[src/rtl/issue_scoreboard.sv]
// issue_scoreboard: register scoreboard and issue controller between ID and EX.
// Tracks in-flight GPR writes per register and in total, and holds the ID
// instruction on RAW hazards, per-register counter saturation or a full
// total counter. A sync request drains every pending write before the next
// issue.
// Optional build macro: ISSUE_SB_STATS_EN adds saturating stall and drain
// event counters (stall_cnt_o, drain_cnt_o).
module issue_scoreboard #(
    parameter int NREG  = 32,
    parameter int AW    = 5,
    parameter int CNT_W = 2,
    parameter int TOT_W = 4
) (
    input  logic             clk,
    input  logic             rst,
    input  logic             id_valid_i,
    input  logic             reg1_read_i,
    input  logic [AW-1:0]    reg1_addr_i,
    input  logic             reg2_read_i,
    input  logic [AW-1:0]    reg2_addr_i,
    input  logic             wreg_i,
    input  logic [AW-1:0]    wd_i,
    input  logic             wb_we_i,
    input  logic [AW-1:0]    wb_wd_i,
    input  logic             sync_i,
    output logic             issue_o,
    output logic             stall_o,
    output logic             busy_o,
    output logic [TOT_W-1:0] inflight_o,
    output logic             err_o
`ifdef ISSUE_SB_STATS_EN
    ,
    output logic [31:0]      stall_cnt_o,
    output logic [15:0]      drain_cnt_o
`endif
);

    localparam logic [AW-1:0]    R0       = {AW{1'b0}};
    localparam logic [CNT_W-1:0] CNT_ZERO = {CNT_W{1'b0}};
    localparam logic [CNT_W-1:0] CNT_ONE  = {{(CNT_W-1){1'b0}}, 1'b1};
    localparam logic [CNT_W-1:0] CNT_MAX  = {CNT_W{1'b1}};
    localparam logic [TOT_W-1:0] TOT_ZERO = {TOT_W{1'b0}};
    localparam logic [TOT_W-1:0] TOT_ONE  = {{(TOT_W-1){1'b0}}, 1'b1};
    localparam logic [TOT_W-1:0] TOT_MAX  = {TOT_W{1'b1}};

    typedef enum logic [0:0] {
        ST_RUN   = 1'b0,
        ST_DRAIN = 1'b1
    } state_t;

    state_t             state_r;
    state_t             state_nx_s;
    logic [CNT_W-1:0]   pend_r [NREG];
    logic [TOT_W-1:0]   inflight_r;
    logic               err_r;

    logic [CNT_W-1:0]   p1_s;
    logic [CNT_W-1:0]   p2_s;
    logic [CNT_W-1:0]   pw_s;
    logic [CNT_W-1:0]   pb_s;
    logic               hazard_s;
    logic               issue_s;
    logic               stall_s;
    logic               inc_s;
    logic               dec_s;
    logic               bad_wb_s;

    // Look up the pending counts of every addressed register; r0 reads as zero.
    always_comb begin
        p1_s = CNT_ZERO;
        p2_s = CNT_ZERO;
        pw_s = CNT_ZERO;
        pb_s = CNT_ZERO;
        for (int i = 1; i < NREG; i++) begin
            p1_s = (reg1_addr_i == AW'(i)) ? pend_r[i] : p1_s;
            p2_s = (reg2_addr_i == AW'(i)) ? pend_r[i] : p2_s;
            pw_s = (wd_i        == AW'(i)) ? pend_r[i] : pw_s;
            pb_s = (wb_wd_i     == AW'(i)) ? pend_r[i] : pb_s;
        end
    end

    // Hazard detection, issue decision and counter update enables.
    // Registered counts only: a writeback releases a register one cycle later.
    always_comb begin
        hazard_s = (reg1_read_i && (reg1_addr_i != R0) && (p1_s != CNT_ZERO))
                || (reg2_read_i && (reg2_addr_i != R0) && (p2_s != CNT_ZERO))
                || (wreg_i && (wd_i != R0) && (pw_s == CNT_MAX))
                || (wreg_i && (inflight_r == TOT_MAX));
        issue_s  = id_valid_i && (state_r == ST_RUN) && !sync_i && !hazard_s;
        stall_s  = id_valid_i && !issue_s;
        inc_s    = issue_s && wreg_i && (wd_i != R0);
        dec_s    = wb_we_i && (wb_wd_i != R0) && (pb_s != CNT_ZERO);
        bad_wb_s = wb_we_i && (wb_wd_i != R0) && (pb_s == CNT_ZERO);
    end

    // Next-state logic for the run/drain controller.
    always_comb begin
        state_nx_s = state_r;
        case (state_r)
            ST_RUN: begin
                if (sync_i) begin
                    state_nx_s = ST_DRAIN;
                end else begin
                    state_nx_s = ST_RUN;
                end
            end
            ST_DRAIN: begin
                if (inflight_r == TOT_ZERO) begin
                    state_nx_s = ST_RUN;
                end else begin
                    state_nx_s = ST_DRAIN;
                end
            end
            default: state_nx_s = ST_RUN;
        endcase
    end

    // State register for the run/drain controller.
    always_ff @(posedge clk or negedge rst) begin
        if (!rst) begin
            state_r <= ST_RUN;
        end else begin
            state_r <= state_nx_s;
        end
    end

    // Per-register pending counters; a simultaneous issue and release cancel out.
    always_ff @(posedge clk or negedge rst) begin
        if (!rst) begin
            for (int i = 0; i < NREG; i++) begin
                pend_r[i] <= CNT_ZERO;
            end
        end else begin
            pend_r[0] <= CNT_ZERO;
            for (int i = 1; i < NREG; i++) begin
                if (inc_s && (wd_i == AW'(i)) && !(dec_s && (wb_wd_i == AW'(i)))) begin
                    pend_r[i] <= pend_r[i] + CNT_ONE;
                end else if (dec_s && (wb_wd_i == AW'(i)) && !(inc_s && (wd_i == AW'(i)))) begin
                    pend_r[i] <= pend_r[i] - CNT_ONE;
                end
            end
        end
    end

    // Total in-flight counter and sticky error on writeback without a pending write.
    always_ff @(posedge clk or negedge rst) begin
        if (!rst) begin
            inflight_r <= TOT_ZERO;
            err_r      <= 1'b0;
        end else begin
            if (inc_s && !dec_s) begin
                inflight_r <= inflight_r + TOT_ONE;
            end else if (dec_s && !inc_s) begin
                inflight_r <= inflight_r - TOT_ONE;
            end
            if (bad_wb_s) begin
                err_r <= 1'b1;
            end
        end
    end

`ifdef ISSUE_SB_STATS_EN
    logic [31:0] stall_cnt_r;
    logic [15:0] drain_cnt_r;

    // Saturating counters of stalled cycles and RUN->DRAIN transitions.
    always_ff @(posedge clk or negedge rst) begin
        if (!rst) begin
            stall_cnt_r <= 32'h0000_0000;
            drain_cnt_r <= 16'h0000;
        end else begin
            if (stall_s && (stall_cnt_r != 32'hFFFF_FFFF)) begin
                stall_cnt_r <= stall_cnt_r + 32'h0000_0001;
            end
            if ((state_r == ST_RUN) && sync_i && (drain_cnt_r != 16'hFFFF)) begin
                drain_cnt_r <= drain_cnt_r + 16'h0001;
            end
        end
    end

    assign stall_cnt_o = stall_cnt_r;
    assign drain_cnt_o = drain_cnt_r;
`endif

    // Issue/stall are forced low while reset is held; the rest come from registers.
    assign issue_o    = rst && issue_s;
    assign stall_o    = rst && stall_s;
    assign busy_o     = (state_r == ST_DRAIN);
    assign inflight_o = inflight_r;
    assign err_o      = err_r;

endmodule

[config.mk]
export PLATFORM = sky130hd
export DESIGN_NAME = issue_scoreboard
export DESIGN_NICKNAME = d
export VERILOG_FILES = /design/src/rtl/issue_scoreboard.sv
export SDC_FILE = /design/constraint.sdc
export NUM_CORES = 1
export LEC_CHECK = 0
export CORE_ASPECT_RATIO = 0.8
export CORE_MARGIN = 4
export CORE_UTILIZATION = 50
export DETAILED_ROUTE_END_ITERATION = 8
export PLACE_DENSITY = 0.73
export SLEW_MARGIN = 10
export SYNTH_ARGS = -nofsm -noshare
export SYNTH_HDL_FRONTEND = slang
export SYNTH_SLANG_ARGS = --single-unit
[constraint.sdc]
create_clock -name clk -period 5.8 [get_ports clk]
set_clock_uncertainty 0.15 [all_clocks]
set_input_delay 1.16 -clock clk [delete_from_list [all_inputs] [get_ports clk]]
set_output_delay 1.16 -clock clk [all_outputs]
set_load 0.05 [all_outputs]
# --- Yosys cells after proc, flatten, opt, wreduce, memory -nomap -nowiden ---
# Index checks and enable logic that the tools add are counted.
op_classes:
  reduce_logical: 255
  n_addsub: 64
  bitwise_logic: 1
  n_mux: 191
  eq_ne: 126
op_table:
  columns: ["operator", "n"]
  rows:
  - ["$mux 2", 186]
  - ["$eq 5x5->1 const B", 64]
  - ["$eq 5x4->1 const B", 32]
  - ["$logic_and 1x1->1", 144]
  - ["$eq 5x3->1 const B", 16]
  - ["$reduce_bool 2->1", 35]
  - ["$logic_not 1->1", 67]
  - ["$add 2x1->2 const B", 31]
  - ["$sub 2x1->2 const B", 31]
  - ["$eq 5x2->1 const B", 8]
  - ["$eq 5x1->1 const B", 4]
  - ["$reduce_bool 5->1", 4]
  - ["$mux 4", 2]
  - ["$add 4x1->4 const B", 1]
  - ["$eq 4x4->1 const B", 1]
  - ["$logic_not 4->1", 1]
  - ["$sub 4x1->4 const B", 1]
  - ["$logic_or 1x1->1", 3]
  - ["$eq 2x2->1 const B", 1]
  - ["$logic_not 2->1", 1]
  - ["$mux 1", 2]
  - ["$pmux 1 s2", 1]
  - ["$not 1->1", 1]
word_totals:
  output_inout_bits: 8
  wordCells: 671
  input_bits: 28
  ff_bits: 68

# --- Logic depth before layout (Yosys ltp) ---
# Gate-level depths: netlist of run 1.
depth:
  word_depth: 46
  ltp_mapped: 21
  depth_no_buf: 16

# --- Worst setup path after synthesis of run 1 ---
# Ideal clock, no wire load.
synth_path:
  path_kind: "input-to-output"
  startpoint: "input wd_i[0]"
  endpoint: "output issue_o"
  arrival_time_ns: 3.847
  stages: 11
  slack_ns: 0.643
  required_time_ns: 4.490
  n_path_buf: 3
  path_cell_list: "buf_6 -> mux2_4 -> or3_1 -> o31a_1 -> o41ai_1 -> a211o_1 -> a211oi_1 -> or4b_1 -> buf_2 -> buf_6 -> nor2_1"
synth_via:
  elab_chain_cells: 39
  word_cells_on_any_way: 71
  cone_classes: "32 x eq/ne; 31 x mux; 8 x reduce/logical"
synth_rtl:
  columns: ["item", "line", "rtl"]
  rows:
  - ["from (decl)", "22", "input logic [AW-1:0] wd_i,"]
  - ["$eq 5x1->1", "77", "pw_s = (wd_i == AW'(i)) ? pend_r[i] : pw_s;"]
  - ["$mux 2 (31 in a row)", "77", null]
  - ["$eq 2x2->1", "87", "|| (wreg_i && (wd_i != R0) && (pw_s == CNT_MAX))"]
  - ["$logic_and 1x1->1 (*)", "87", null]
  - ["$logic_or 1x1->1 (*)", "87", null]
  - ["$logic_or 1x1->1 (*)", "88", "|| (wreg_i && (inflight_r == TOT_MAX));"]
  - ["$logic_not 1->1 (*)", "89", "issue_s = id_valid_i && (state_r == ST_RUN) && !sync_i && !hazard_s;"]
  - ["$logic_and 1x1->1 (*)", "89", null]
  - ["$logic_and 1x1->1 (*)", "186", "assign issue_o = rst && issue_s;"]
  - ["to (decl)", "26", "output logic issue_o,"]
# Every way passes the cells marked *; elsewhere a longest branch is shown, timed or not.

# --- Worst setup path in the final report of run 1 ---
layout_path:
  startpoint: "input wd_i[3]"
  endpoint: "output stall_o"
layout_via:
  elab_chain_cells: 41
  word_cells_on_any_way: 73
  cone_classes: "32 x eq/ne; 31 x mux; 10 x reduce/logical"
layout_rtl:
  columns: ["item", "line", "rtl"]
  rows:
  - ["$eq 5x1->1", "77", null]
  - ["$mux 2 (31 in a row)", "77", null]
  - ["$eq 2x2->1", "87", null]
  - ["$logic_and 1x1->1 (*)", "87", null]
  - ["$logic_or 1x1->1 (*)", "87", null]
  - ["$logic_or 1x1->1 (*)", "88", null]
  - ["$logic_not 1->1 (*)", "89", null]
  - ["$logic_and 1x1->1 (*)", "89", null]
  - ["$logic_not 1->1 (*)", "90", "stall_s = id_valid_i && !issue_s;"]
  - ["$logic_and 1x1->1 (*)", "90", null]
  - ["$logic_and 1x1->1 (*)", "187", "assign stall_o = rst && stall_s;"]
  - ["to (decl)", "27", "output logic stall_o,"]
# Marks and branches as above.

==> key figures, run 1 <==
GRT
  – GR Util All Layers: 0.3464
  – Met1 Resource Use GR: 0.4821
  – Gr busiest metal: met1
  – First-pass GRT wire length: 46160 µm
  – Grt ovf: 0
  – Met2 Track Usage GR: 0.4675
  – Initial antenna violation count: 0
  – Largest net degree at the start of global routing: 63
  – GR met3 Demand/Resource: 0.1215
  – Vias in the first global route: 7388

Power
  – Cell Pwr Density: 366.9 mW/mm²
  – Peak supply drop: 0.2692 mV
  – P_leak: 3.543 nW

Route
  – Drt via density: 6.855
  – Post-Route WL: 30300 µm
  – Routed vias: 8137
  – DRT iter0 DRCs: 1099
  – Residual DRC: 0
  – DR WL/cell: 25.52 µm
  – DRT Pass-1 Iters: 7
  – ANT nets after route: 0

Clock tree
  – CTS Buf Count: 9
  – Clock Sinks: 68
  – CTS Hold Bufs: 0
  – Post-CTS setup buffers: 0
  – Clk_lat worst skew: 0.35 ns
  – Root Buffer: clkbuf_16
  – CTS tree: built
  – H-tree Lvls: 3
  – Clk buf depth: 2
  – Clock Pin Slew Worst Setup and Hold Paths: 0.06 ns

Worst setup path
  – CP Data Required Time: 4.49 ns
  – Most frequent CP cell: buf_4
  – Setup CP Type: primary input to output pin
  – Crit-path slowest cell: clkdlybuf4s50_1
  – WP buf/inv: 4
  – CP Cell Sequence: clkdlybuf4s50_1 -> buf_4 -> or3_1 -> nor4_2 -> buf_4 -> o22ai_1 -> a22oi_1 -> nor3_2 -> a211oi_2 -> or4b_4 -> and3_1 -> buf_4
  – Crit path max-delay family: simple AND/OR/NAND/NOR gates
  – Worst Path Max Fanout: 9
  – Worst Setup Start Kind: primary input
  – CP peak stage delay: 0.57 ns
  – CP endpoint kind: output pin
  – Crit path DAT: 4.41 ns

Layout
  – Multi-input gate area: 0.005416 mm²
  – Non-filler cells in the finished layout: 1187
  – Number of diodes: 0
  – Share of layout cells above drive strength 1: 0.1493
  – FILL cells: 1378
  – Sequential cell area: 0.001702 mm²
  – Cell area after layout: 0.008740 mm²
  – Final #Nets: 1056
  – Layout area overhead: 14.12%

STA
  – Tcrit/Tclk final: 0.9866
  – Max-slew violations: 0
  – Worst-Margin Slew: 0.8192 ns
  – Final setup viols: 0
  – Count of final hold-check violations: 0
  – Setup TNS Final: 0 ns
  – Top achievable clock speed: 174.8 MHz
  – RSZ-0062 raised after global routing: no
  – Relative slew slack: 0.4398
  – Minimum clock period: 5.722 ns

Synth
  – Largest family of logic cells by synthesized area: simple AND/OR/NAND/NOR gates
  – Most used DFF post-synth: dfrtp_1
  – #FFs+latches synth: 68
  – Number of synthesized flops with an enable pin: 0
  – Post-synthesis cell count: 957
  – Synthesized area: 0.007659 mm²
  – Post-synthesis xor/xnor area fraction: 0.1109
  – Post-synthesis simple-gate area fraction: 0.2671
  – Mux contribution to synthesized area: 0.03496
  – Compound-cell area share of the yosys netlist: 0.2330
  – Seq/Total Area, Yosys: 0.2222
  – Syn Nets: 1020
  – Synth unique cells: 84
  – Adder-cell share of the synthesized area: 0.05816
  – Syn avg cell area: 8.003 µm²
  – Synth async-reset ratio: 1.000
  – Synth warn: 0

Floorplan
  – IO Pins: 36
  – Num rows: 40
  – Die ar.: 0.01737 mm²
  – Core area: 0.01501 mm²
  – Chip Width: 146.4 µm
  – Initial Util: 0.5101
  – Die Y-Extent: 118.7 µm

Worst hold path
  – Hold WC Path Type: flop to flop

Placed design
  – GPL Wtd Cong: 1.053
  – Buffers on Ports: 35
  – Post-DP HPWL: 21660 µm
  – Placed cells: 1171
  – DP Area: 0.008424 mm²

Outcome
  – Status: completed

Job
  – Max-Cap Viols: 0
[synthesized netlist by cell type (6+ instances only)]
library cell  number  area, µm²
buf_6             10      112.6
xnor2_1           40      350.3
a211oi_1           7      52.55
nor3b_1            7      52.55
ha_1              34      425.4
buf_1              6      22.52
nor2b_1           22      137.6
nand2b_1          23      143.9
nor4_2            20      250.2
o2111ai_1          8      70.07
nor2_1            94      352.8
mux2i_1           14      140.1
nand3_1           14      70.07
nand2_1           57      214.0
o22ai_1           18      112.6
o21ai_0           40      200.2
mux2_2             6      67.56
clkbuf_1          38      142.6
nor4_1            12      75.07
xor2_1            57      499.2
nand4b_1           8      70.07
nor3_1            29      145.1
o211ai_1          12      90.09
a31oi_1           13      81.33
o221ai_1           8      70.07
and3_1             7      43.79
and2_1             6      37.54
a21oi_1           55      275.3
buf_2             31      155.2
a221oi_1           6      52.55
o31ai_1           10      75.07
a21o_1             7      52.55
nand4_1           26      162.7
nor3_2             8      80.08
dfrtp_1           68       1702
inv_1             27      101.4
[placed cells by master (no fill, tap or decap), types with 8 or more instances in the layout]
cell,count
nand2b_1,23
nor4_2,21
dfrtp_1,68
o221ai_1,8
o22ai_1,18
nor3_1,28
clkdlybuf4s50_1,30
a21oi_1,55
inv_1,27
nand3_1,14
xor2_1,57
ha_1,34
nor2b_1,22
nor3_2,9
a31oi_1,13
o211ai_1,12
o2111ai_1,8
clkbuf_16,9
nand4b_1,8
o31ai_1,10
nand4_1,26
o21ai_0,40
nand2_1,57
mux2i_1,14
buf_4,77
xnor2_1,40
nor2_1,94
nor4_1,11
[per-layer routing]
layer / part of all wire / wire [µm]
met1: 0.41 / 12320
met3: 0.14 / 4276
met4: 0.073 / 2207
met5: 0 / 0
met2: 0.38 / 11490
[worst reg2reg max path, delay by kind of cell, from the launching register on]
| family | cells | cell delay [ns] |
|---|---|---|
| AND/OR/NAND/NOR | 5 | 1.59 |
| AO/OA/AOI/OAI | 6 | 1.05 |
| flip-flops | 1 | 0.60 |
| adder cells (fa/ha/maj) | 2 | 0.48 |
| XOR/XNOR | 2 | 0.28 |
| buffers and inverters | 1 | 0.09 |
[stage by stage]
stage / hold slack [ns] / utilization / power (mW) / setup slack [ns]
after floorplan: 0.3140 / - / 1.853 / 0.6432
after global placement: 0.3161 / 0.5611 / 2.515 / -0.1103
after detailed placement: 0.3155 / 0.5611 / 2.525 / -0.01094
after CTS: 0.3293 / 0.5813 / 3.097 / 0.1716
after global routing: 0.3791 / 0.5821 / 3.288 / 0.001003
final: 0.3280 / 0.5821 / 3.206 / 0.07798
[where the power goes]
| part | total [mW] | internal [mW] | leakage [nW] | switching, mW |
|---|---|---|---|---|
| sequential | 1.44 | 0.695 | 0.850 | 0.744 |
| clock | 0.569 | 0.344 | 0.147 | 0.224 |
| combinational | 1.20 | 0.533 | 2.55 | 0.666 |
| total | 3.21 | 1.57 | 3.54 | 1.63 |
[final cells by class]
class / count / share of cell area
Tap cell: 189 / 0.02706
Clock buffer: 12 / 0.02820
Timing Repair Buffer: 114 / 0.1131
Multi-Input combinational cell: 773 / 0.6198
Sequential cell: 68 / 0.1947
Inverter: 27 / 0.01160
Clock inverter: 4 / 0.005583
[final timing paths]
| path | start | endpoint | slack [ns] | cells after the start |
|---|---|---|---|---|
| setup / recovery | wd_i[3] | stall_o | 0.08 | 12 |
| hold / removal | busy_o$_DFF_PN0_ | busy_o$_DFF_PN0_ | 0.33 | 1 |
| setup reg to reg | pend_r[26]$_DFFE_PN0P_ | inflight_o[3]$_DFFE_PN0P_ | 1.46 | 16 |
| hold reg to reg | busy_o$_DFF_PN0_ | busy_o$_DFF_PN0_ | 0.33 | 1 |
| max in group asynchronous | rst | pend_r[31]$_DFFE_PN0P_ | 3.97 | 2 |
| min in group asynchronous | rst | pend_r[9]$_DFFE_PN0P_ | 0.48 | 1 |
[what timing repair did]
| action | 4_1_cts | 5_1_grt |
|---|---|---|
| gates cloned | 0 | 0 |
| endpoints found under the hold margin | 0 | 0 |
| resized for setup | 2 | 2 |
| endpoints found under the setup margin | 2 | 2 |
[cell families (layout without fill, tap and decap cells)]
group           count (synthesis)  after routing
buf+inv                       116            157
xor+xnor                       97             97
mux                            24             24
flops                          68             68
compound gates                259            259
fa+ha+maj                      35             35
simple gates                  358            358
[flip-flops by register name (all words and copies together), names as in the netlist]
name,flops
err_o,1
busy_o,1
pend_r,62
inflight_o,4
(Power assumes the default switching activity.)
==> run 2: changes to the inputs <==
--- a/config.mk
+++ b/config.mk
@@ -5,6 +5,7 @@
 export SDC_FILE = /design/constraint.sdc
 export NUM_CORES = 1
 export LEC_CHECK = 0
+export CAP_MARGIN = 20
 export CORE_ASPECT_RATIO = 0.8
 export CORE_MARGIN = 4
 export CORE_UTILIZATION = 50
==> results of run 2 <==
Same layout as run 1: the final DEF is identical, and so are final timing and power.
